<file path="src/rtl/alu_result_display_scan_if.sv">
// Valid/ready load channel carrying an 8-bit ALU result into the display stage.
interface alu_result_display_scan_if;
    logic       in_valid;
    logic [7:0] in_data;
    logic       in_ready;

    modport master (output in_valid, output in_data, input  in_ready);
    modport slave  (input  in_valid, input  in_data, output in_ready);
endinterface

</file>
<file path="src/rtl/alu_result_display_scan.sv">
// Binary-to-BCD (double-dabble) conversion of an 8-bit result, shown on a
// 3-digit time-multiplexed 7-segment scan with optional leading-zero blanking.
module alu_result_display_scan #(
    parameter int unsigned REFRESH_DIV = 100000,
    parameter bit          BLANK_LEAD  = 1'b1
) (
    input  logic                      clk,
    input  logic                      rst,
    alu_result_display_scan_if.slave  bus,
    output logic                      done,
    output logic [6:0]                s,
    output logic [7:0]                AN
);

    localparam int unsigned     PW        = (REFRESH_DIV > 1) ? $clog2(REFRESH_DIV) : 1;
    localparam logic [PW-1:0]   PRESC_MAX = PW'(REFRESH_DIV - 1);

    typedef enum logic [1:0] {S_IDLE, S_CONVERT, S_UPDATE} state_t;

    state_t        r_state, w_next;
    logic [7:0]    r_bin;
    logic [11:0]   r_bcd, w_bcd_adj;
    logic [2:0]    r_iter;
    logic [3:0]    r_hund, r_tens, r_ones;
    logic          r_done;
    logic [PW-1:0] r_presc;
    logic [1:0]    r_idx;
    logic          w_load;
    logic [3:0]    w_digit;
    logic          w_blank;

    always_ff @(posedge clk or posedge rst) begin
        if (rst) r_state <= S_IDLE;
        else     r_state <= w_next;
    end

    always_comb begin
        w_next       = r_state;
        w_load       = 1'b0;
        bus.in_ready = 1'b0;
        case (r_state)
            S_IDLE: begin
                bus.in_ready = 1'b1;
                if (bus.in_valid) begin
                    w_load = 1'b1;
                    w_next = S_CONVERT;
                end
            end
            S_CONVERT: if (r_iter == 3'd7) w_next = S_UPDATE;
            S_UPDATE:  w_next = S_IDLE;
            default:   w_next = S_IDLE;
        endcase
    end

    // Add-3 correction is applied before the shift within the same cycle.
    always_comb begin
        w_bcd_adj = r_bcd;
        for (int unsigned i = 0; i < 3; i++) begin
            if (r_bcd[4*i +: 4] >= 4'd5) w_bcd_adj[4*i +: 4] = r_bcd[4*i +: 4] + 4'd3;
        end
    end

    always_ff @(posedge clk or posedge rst) begin
        if (rst) begin
            r_bin  <= '0;
            r_bcd  <= '0;
            r_iter <= '0;
            r_hund <= '0;
            r_tens <= '0;
            r_ones <= '0;
            r_done <= 1'b0;
        end else begin
            r_done <= (r_state == S_UPDATE);
            case (r_state)
                S_IDLE: begin
                    if (w_load) begin
                        r_bin  <= bus.in_data;
                        r_bcd  <= '0;
                        r_iter <= '0;
                    end
                end
                S_CONVERT: begin
                    {r_bcd, r_bin} <= {w_bcd_adj[10:0], r_bin, 1'b0};
                    r_iter         <= r_iter + 3'd1;
                end
                S_UPDATE: begin
                    r_hund <= r_bcd[11:8];
                    r_tens <= r_bcd[7:4];
                    r_ones <= r_bcd[3:0];
                end
                default: ;
            endcase
        end
    end

    assign done = r_done;

    always_ff @(posedge clk or posedge rst) begin
        if (rst) begin
            r_presc <= '0;
            r_idx   <= '0;
        end else if (r_presc == PRESC_MAX) begin
            r_presc <= '0;
            r_idx   <= (r_idx == 2'd2) ? 2'd0 : r_idx + 2'd1;
        end else begin
            r_presc <= r_presc + 1'b1;
        end
    end

    function automatic logic [6:0] seg7(input logic [3:0] d);
        case (d)
            4'd0:    seg7 = 7'b1111110;
            4'd1:    seg7 = 7'b0110000;
            4'd2:    seg7 = 7'b1101101;
            4'd3:    seg7 = 7'b1111001;
            4'd4:    seg7 = 7'b0110011;
            4'd5:    seg7 = 7'b1011011;
            4'd6:    seg7 = 7'b1011111;
            4'd7:    seg7 = 7'b1110000;
            4'd8:    seg7 = 7'b1111111;
            4'd9:    seg7 = 7'b1111011;
            default: seg7 = 7'b0000000;
        endcase
    endfunction

    always_comb begin
        w_digit = r_ones;
        w_blank = 1'b0;
        AN      = 8'hFF;
        case (r_idx)
            2'd0: begin
                AN      = 8'b11111110;
                w_digit = r_ones;
            end
            2'd1: begin
                AN      = 8'b11111101;
                w_digit = r_tens;
                w_blank = BLANK_LEAD && (r_hund == 4'd0) && (r_tens == 4'd0);
            end
            2'd2: begin
                AN      = 8'b11111011;
                w_digit = r_hund;
                w_blank = BLANK_LEAD && (r_hund == 4'd0);
            end
            default: w_blank = 1'b1;
        endcase
        s = w_blank ? 7'b1111111 : ~seg7(w_digit);
    end

endmodule
</file>
<file path="src/flat_wrapper.sv">
// flat-port wrapper written by rule: the top's interface ports become plain ports
module alu_result_display_scan_flat 
#(
    parameter int unsigned REFRESH_DIV = 100000,
    parameter bit          BLANK_LEAD  = 1'b1
)
  (clk, rst, done, s, AN, bus_in_valid, bus_in_data, bus_in_ready);
  alu_result_display_scan_if bus_i ();
  input  logic clk;
  input  logic rst;
  output logic done;
  output logic [6:0] s;
  output logic [7:0] AN;
  input wire logic [$bits(bus_i.in_valid)-1:0] bus_in_valid;
  input wire logic [$bits(bus_i.in_data)-1:0] bus_in_data;
  output wire logic [$bits(bus_i.in_ready)-1:0] bus_in_ready;
  assign bus_i.in_valid = bus_in_valid;
  assign bus_i.in_data = bus_in_data;
  assign bus_in_ready = bus_i.in_ready;
  alu_result_display_scan #(.REFRESH_DIV(REFRESH_DIV), .BLANK_LEAD(BLANK_LEAD)) u_core (.clk(clk), .rst(rst), .bus(bus_i), .done(done), .s(s), .AN(AN));
endmodule
</file>
<file path="config.mk">
export PLATFORM = sky130hd
export DESIGN_NAME = alu_result_display_scan_flat
export DESIGN_NICKNAME = d
export VERILOG_FILES = /design/src/rtl/alu_result_display_scan_if.sv /design/src/rtl/alu_result_display_scan.sv /design/src/flat_wrapper.sv
export SDC_FILE = /design/constraint.sdc
export NUM_CORES = 1
export LEC_CHECK = 0
export ABC_AREA = 0
export BUFFER_PORTS_ARGS = -buffer_cell sky130_fd_sc_hd__buf_2
export CORE_ASPECT_RATIO = 1.1
export CORE_UTILIZATION = 55
export DETAILED_ROUTE_END_ITERATION = 8
export PLACE_DENSITY = 0.75
export SLEW_MARGIN = 5
export SYNTH_ARGS = -nofsm -noshare
export SYNTH_HDL_FRONTEND = slang
export SYNTH_SLANG_ARGS = --single-unit
</file>
<file path="constraint.sdc">
create_clock -name clk -period 6.7 [get_ports clk]
set_clock_uncertainty 0.1 [all_clocks]
set_input_delay 1.34 -clock clk [delete_from_list [all_inputs] [get_ports clk]]
set_output_delay 1.34 -clock clk [all_outputs]
set_load 0.05 [all_outputs]
</file>
# Word level (Yosys, flattened, before mapping)
# Memory sizes are Yosys's and may differ from the RTL's.
# Index checks and enable logic that the tools add are counted.
# op_classes
n_mul	0
div_mod_pow	0
n_bitwise	1
muxes	21
eq_ne	9
n_addsub	6
order_cmp	3
shift	0
reduce_logical	8
# ops
cell	n
case mux 12 bit (2 select lines)	1
adder 17 x 1 -> 17 bit (second input constant)	1
== test 17 bit (second input constant)	1
2-to-1 mux 17 bit	1
case mux 8 bit (2 select lines)	1
>= comparator 4 x 3 -> 1 bit (second input constant)	3
2-to-1 mux 12 bit	1
case mux 3 bit (3 select lines)	1
adder 4 x 2 -> 4 bit (second input constant)	2
zero test 4 bit	2
2-to-1 mux 4 bit	2
2-to-1 mux 8 bit	1
case mux 4 bit (2 select lines)	1
2-to-1 mux 7 bit	1
inverter 7 bit	1
2-to-1 mux 2 bit	3
2-to-1 mux 3 bit	2
case mux 3 bit (2 select lines)	1
== test 2 x 1 -> 1 bit (second input constant)	2
== test 2 bit (second input constant)	2
zero test 2 bit	2
inequality test 2 x 1 -> 1 bit (second input constant)	2
case mux 2 bit (2 select lines)	1
AND reduction 2 bit	2
9 further kinds	11
# word_totals
ram_bits	0
latchBits	0
mem_count	1
rom_bits	112
regBits	57
# memory_table
name	words	word_bits	rd	rd_clocked_by_memory_dff	wr	line	source
(name not given)	16	7	1	0	0	alu_result_display_scan.sv:111	case (d)

# Logic depth before layout (Yosys ltp)
# An unclocked memory read counts as a cell.
# depth
depth_word	5
depth_mapped	10

# Least setup slack after synthesis
# OpenSTA, ideal clock, no wires.
# synth_path
path_type	reg-to-output
startpoint	register u_core.r_idx[0]
endpoint	output port s[1]
arrival_ns	3.519
n_path_buf	1
stages_incl_launch_ff	10
setup_slack_ns	1.741
cell_sequence	dfrtp_1 > inv_1 > ha_1 > buf_2 > nor2_1 > a21oi_1 > inv_1 > ha_1 > and2_1 > o311ai_0
# synth_via
elab_chain_cells	5
# synth_rtl
element	line	source
start: declaration	alu_result_display_scan.sv:27	logic [1:0] r_idx;
start signal: assignment	alu_result_display_scan.sv:104	r_idx <= (r_idx == 2'd2) ? 2'd0 : r_idx + 2'd1;
== test 2 bit / == test 2 x 1 -> 1 bit (equally long branches)	alu_result_display_scan.sv:130	case (r_idx)
case mux 4 bit (2 select lines)	alu_result_display_scan.sv:130	
memory (16 x 7 bit)	--	
inverter 7 bit	alu_result_display_scan.sv:147	s = w_blank ? 7'b1111111 : ~seg7(w_digit);
2-to-1 mux 7 bit (*)	alu_result_display_scan.sv:147	
end: declaration	flat_wrapper.sv:12	output logic [6:0] s;
# Every way passes the cells marked *; elsewhere a longest branch is shown, timed or not.

# Worst setup path after layout
# Ends and elaborated chain as after synthesis.

==> impl_results.md <==
- Status: finished clean
- Proportion of layout cells with a drive suffix above 1: 0.1793
- Height of the die: 80.62 µm
- Max stage delay cell, worst path: sky130_fd_sc_hd__ha_1
- Flip-flop and latch count after synthesis: 57
- Nets@finish: 355
- Number of buffers inserted by post-CTS setup repair: 0
- Kind of start point of the critical path: register
- Fin util: 0.6412
- Max-cap violation count: 0
- TritonCTS clock tree: yes
- Count of different cell masters after synthesis: 46
- R2r startpoint: u_core.r_state[1]
- Crit. End Element: output port
- Min Tclk post-route: 4.285 ns
- Initial cell density of the core: 0.5728
- Cell Area, Synth: 0.003090 mm²
- Placement-stage cell area: 0.003231 mm²
- Final TNS setup: 0 ns
- Measured slew at the worst slew-check pin: 1.133 ns
- Diode insertion count for antenna repair: 0
- Top Ports: 28
- Max transition margin: 0.2431
- Worst hold path type: reg -> reg
- Met2 usage in global routing: 0.3220
- Yosys Warn Count: 0
- Met1 layer usage reported by global route: 0.2903
- Routed vias: 2216
- Worst Reg-to-Reg Cells: 2
- Die span in x: about 73 µm
- Final GP Congestion: between 0.8 and 0.9
- Clock root buffer master: sky130_fd_sc_hd__clkbuf_8
- Number of vias per cell after detailed routing: approximately 5.5
- Worst setup timing slack at the placement stage: 2.756 ns
- Drc violations: 0
- EDFF count, synth: 0
- Slack of the worst reg-to-reg path: 4.57 ns
- Number of DRC markers in iteration 0: 123
- Total global routing track utilization: 0.2148
- Area of the placeable core: between 0.005 and 0.006 mm²
- Critical path peak fanout: 11
- Prevailing post-synth register cell: sky130_fd_sc_hd__dfrtp_1
- Crit path max-delay family: adder cells
- Share of synthesized registers carrying an async set or reset: 1.000
- First-pass GRT wire length: approximately 9.6 mm
- Number of buffers and inverters on the critical path: 3
- Final Max Slew Viols: 0
- Count of hold buffers inserted by post-cts repair: 0
- Final number of setup-violating endpoints: 0
- Beginning of the critical path: u_core.r_idx[0]
- Leakage Power: 1.621 nW
- Required time of the critical path: 5.26 ns
- # resized after CTS: 0
- Delay contributed by the slowest stage of the critical path: 0.47 ns
- Number of input and output port buffers inserted: 22
- Clock insertion delay at the later pin of the skew report: ~0.33 ns
- Endpoint of the worst-slack reg-to-reg timing path: u_core.r_ones[2]
- Total power of the final layout: 1.401 mW
- Setup repair after global routing missed its margin: no
- WL final: 5.500 mm
- Fraction of the cycle the final worst path needs: 0.6395
- Met3 Use GR: 0.04893
- Global routing's busiest layer: met2
- Remaining global-route overflow: 0
- Hold Violations, Final: 0
- Clock slew seen by the registers of the worst setup and hold paths: about 0.070 ns
- Part of the Yosys area used for sequential elements: 0.4615
- Cell breakdown of the critical path: inv_1, ha_1, nor2_1, a21oi_1, inv_1, ha_1, and2_1, o311ai_0, buf_2
- Critical Path Stages: 9
- Total CTS buffers: 9
- Maximum number of pins on one net before global-route repair: 58
- Synth Instances: ~300
- Maximum VDD drop: 222.2 µV
- Kind of critical path: reg -> out
- Post-route design area: roughly 0.0035 mm²
- Max Clock Freq: roughly 230 MHz
- Synthesis-to-layout area growth: 11.94%
- Vias in the first global route: 2110
- Final ANT Viol Nets: 0
- Initial antenna violation count: 0
- Critical path endpoint: s[1]
- Max Buffers Root-to-Sink: 2
- Number of cell rows: 28
- Syn Area/Cell: roughly 10 µm²
- Post-route worst setup slack: 2.415 ns
- # H-tree levels: 3
- Estimated wirelength of the detail-placed design: between 3 and 4 mm
- Average wire per cell in the routed design: 13.61 µm
- CP arrival: 2.84 ns
- Total power density per cell area: 404.8 mW/mm²
- Drt pass-1 iters: 4
- Die area: 0.005923 mm²
- CTS sink count: 57
[sequential cells by signal (all words and copies together), names as in the netlist]
register,flops
u_core.r_bcd,12
u_core.r_ones,4
u_core.r_idx,2
u_core.r_tens,4
u_core.r_state,2
u_core.r_bin,8
u_core.r_iter,3
u_core.r_hund,4
u_core.done,1
u_core.r_presc,17
[how the worst min path moves through the flow]
stage | start | end | slack [ns] | cells past startpoint
2_1_floorplan | u_core.r_presc[0] | u_core.r_presc[0] | 0.32 | 1
6_report | u_core.r_presc[0] | u_core.r_presc[0] | 0.36 | 1
3_3_place_gp | u_core.r_presc[0] | u_core.r_presc[0] | 0.34 | 1
3_5_place_dp | u_core.r_presc[0] | u_core.r_presc[0] | 0.35 | 1
4_1_cts | u_core.r_presc[0] | u_core.r_presc[0] | 0.36 | 1
5_1_grt | u_core.r_presc[0] | u_core.r_presc[0] | 0.40 | 1
[cells by family after synthesis]
group,after synthesis,synth area share
and+or+nand+nor,81,0.1466
xor gates and xnor gates,17,0.04818
adders and majority gates,20,0.08097
buffers and inverters,32,0.04858
DFF,57,0.4615
AOI/OAI and AO/OA,76,0.1526
other,1,0.001213
muxes,17,0.06032
[report_power, final]
group / internal, mW / switching [mW]
Sequential: 0.435 / 0.0889
Combinational: 0.203 / 0.313
Clock: 0.228 / 0.133
[synthesized netlist by cell type, types with 2 or more instances]
cell                       number  share of area
sky130_fd_sc_hd__and2_1         3         0.0061
sky130_fd_sc_hd__dfrtp_1       57           0.46
sky130_fd_sc_hd__nor3_1         4         0.0065
sky130_fd_sc_hd__a22oi_1       11          0.027
sky130_fd_sc_hd__ha_1          20          0.081
sky130_fd_sc_hd__inv_1         17          0.021
sky130_fd_sc_hd__mux2i_1        4          0.013
sky130_fd_sc_hd__clkbuf_1       6         0.0073
sky130_fd_sc_hd__buf_2          3         0.0049
sky130_fd_sc_hd__a22o_1         5          0.014
sky130_fd_sc_hd__nand2_1       19          0.023
sky130_fd_sc_hd__xor2_1         9          0.026
sky130_fd_sc_hd__a211oi_1       2         0.0049
sky130_fd_sc_hd__mux2_2        13          0.047
sky130_fd_sc_hd__o21ai_0       25          0.040
sky130_fd_sc_hd__a21oi_1       19          0.031
sky130_fd_sc_hd__nor2b_1       12          0.024
sky130_fd_sc_hd__o31ai_1        2         0.0049
sky130_fd_sc_hd__nor4bb_1       2         0.0065
sky130_fd_sc_hd__o311ai_0       2         0.0057
sky130_fd_sc_hd__nand3_1        8          0.013
sky130_fd_sc_hd__nor2_1        14          0.017
sky130_fd_sc_hd__xnor2_1        8          0.023
sky130_fd_sc_hd__buf_4          5          0.012
sky130_fd_sc_hd__a21o_1         2         0.0049
sky130_fd_sc_hd__o211ai_1       3         0.0073
sky130_fd_sc_hd__and4_2         2         0.0065
sky130_fd_sc_hd__nand4_1        3         0.0061
sky130_fd_sc_hd__nand2b_1       4         0.0081
[worst reg2reg max path, stage by stage (launching register included)]
cell,delay (ns)
sky130_fd_sc_hd__dfrtp_1,0.60
sky130_fd_sc_hd__nor2b_1,0.89
sky130_fd_sc_hd__mux2_2,0.43
[stage by stage]
stage | hold WS, ns | std cells
after floorplan | 0.3216 | 305
after global placement | 0.3433 | 388
after detailed placement | 0.3544 | 388
after CTS | 0.3637 | 404
after global routing | 0.3979 | 404
final | 0.3584 | 404
[cell type report]
class | instances | area [µm²]
clock buffers | 11 | 151.4
clock inverters | 5 | 77.57
fillers | 479 | 1936
inverters | 17 | 63.81
multi-input cells | 216 | 1529
flip-flops and latches | 57 | 1426
well taps | 75 | 93.84
repair buffers | 23 | 117.6
[layout by cell type, fill, tap and decap left out, types with 2 or more instances in the layout]
cell type / n
sky130_fd_sc_hd__clkinv_2: 2
sky130_fd_sc_hd__and2_1: 3
sky130_fd_sc_hd__nand4_1: 3
sky130_fd_sc_hd__mux2i_1: 4
sky130_fd_sc_hd__a22o_1: 5
sky130_fd_sc_hd__bufinv_16: 2
sky130_fd_sc_hd__nand2b_1: 4
sky130_fd_sc_hd__nor2_1: 14
sky130_fd_sc_hd__o21ai_0: 25
sky130_fd_sc_hd__clkbuf_8: 11
sky130_fd_sc_hd__nor2b_1: 12
sky130_fd_sc_hd__o211ai_1: 3
sky130_fd_sc_hd__dfrtp_1: 57
sky130_fd_sc_hd__o31ai_1: 2
sky130_fd_sc_hd__o311ai_0: 2
sky130_fd_sc_hd__a21o_1: 2
sky130_fd_sc_hd__nor4bb_1: 2
sky130_fd_sc_hd__nand2_1: 19
sky130_fd_sc_hd__conb_1: 5
sky130_fd_sc_hd__nand3_1: 8
sky130_fd_sc_hd__ha_1: 20
sky130_fd_sc_hd__a211oi_1: 2
sky130_fd_sc_hd__and4_2: 2
sky130_fd_sc_hd__xor2_1: 9
sky130_fd_sc_hd__xnor2_1: 8
sky130_fd_sc_hd__a21oi_1: 19
sky130_fd_sc_hd__buf_2: 22
sky130_fd_sc_hd__a22oi_1: 11
sky130_fd_sc_hd__inv_1: 16
sky130_fd_sc_hd__nor3_1: 4
sky130_fd_sc_hd__mux2_2: 13
[layer usage]
metal / up-vias / share of wire
li1: 1096 / -
met1: 1068 / 0.48
met2: 38 / 0.46
met3: 14 / 0.033
met4: 0 / 0.023
met5: - / 0
(Power assumes the default switching activity.)
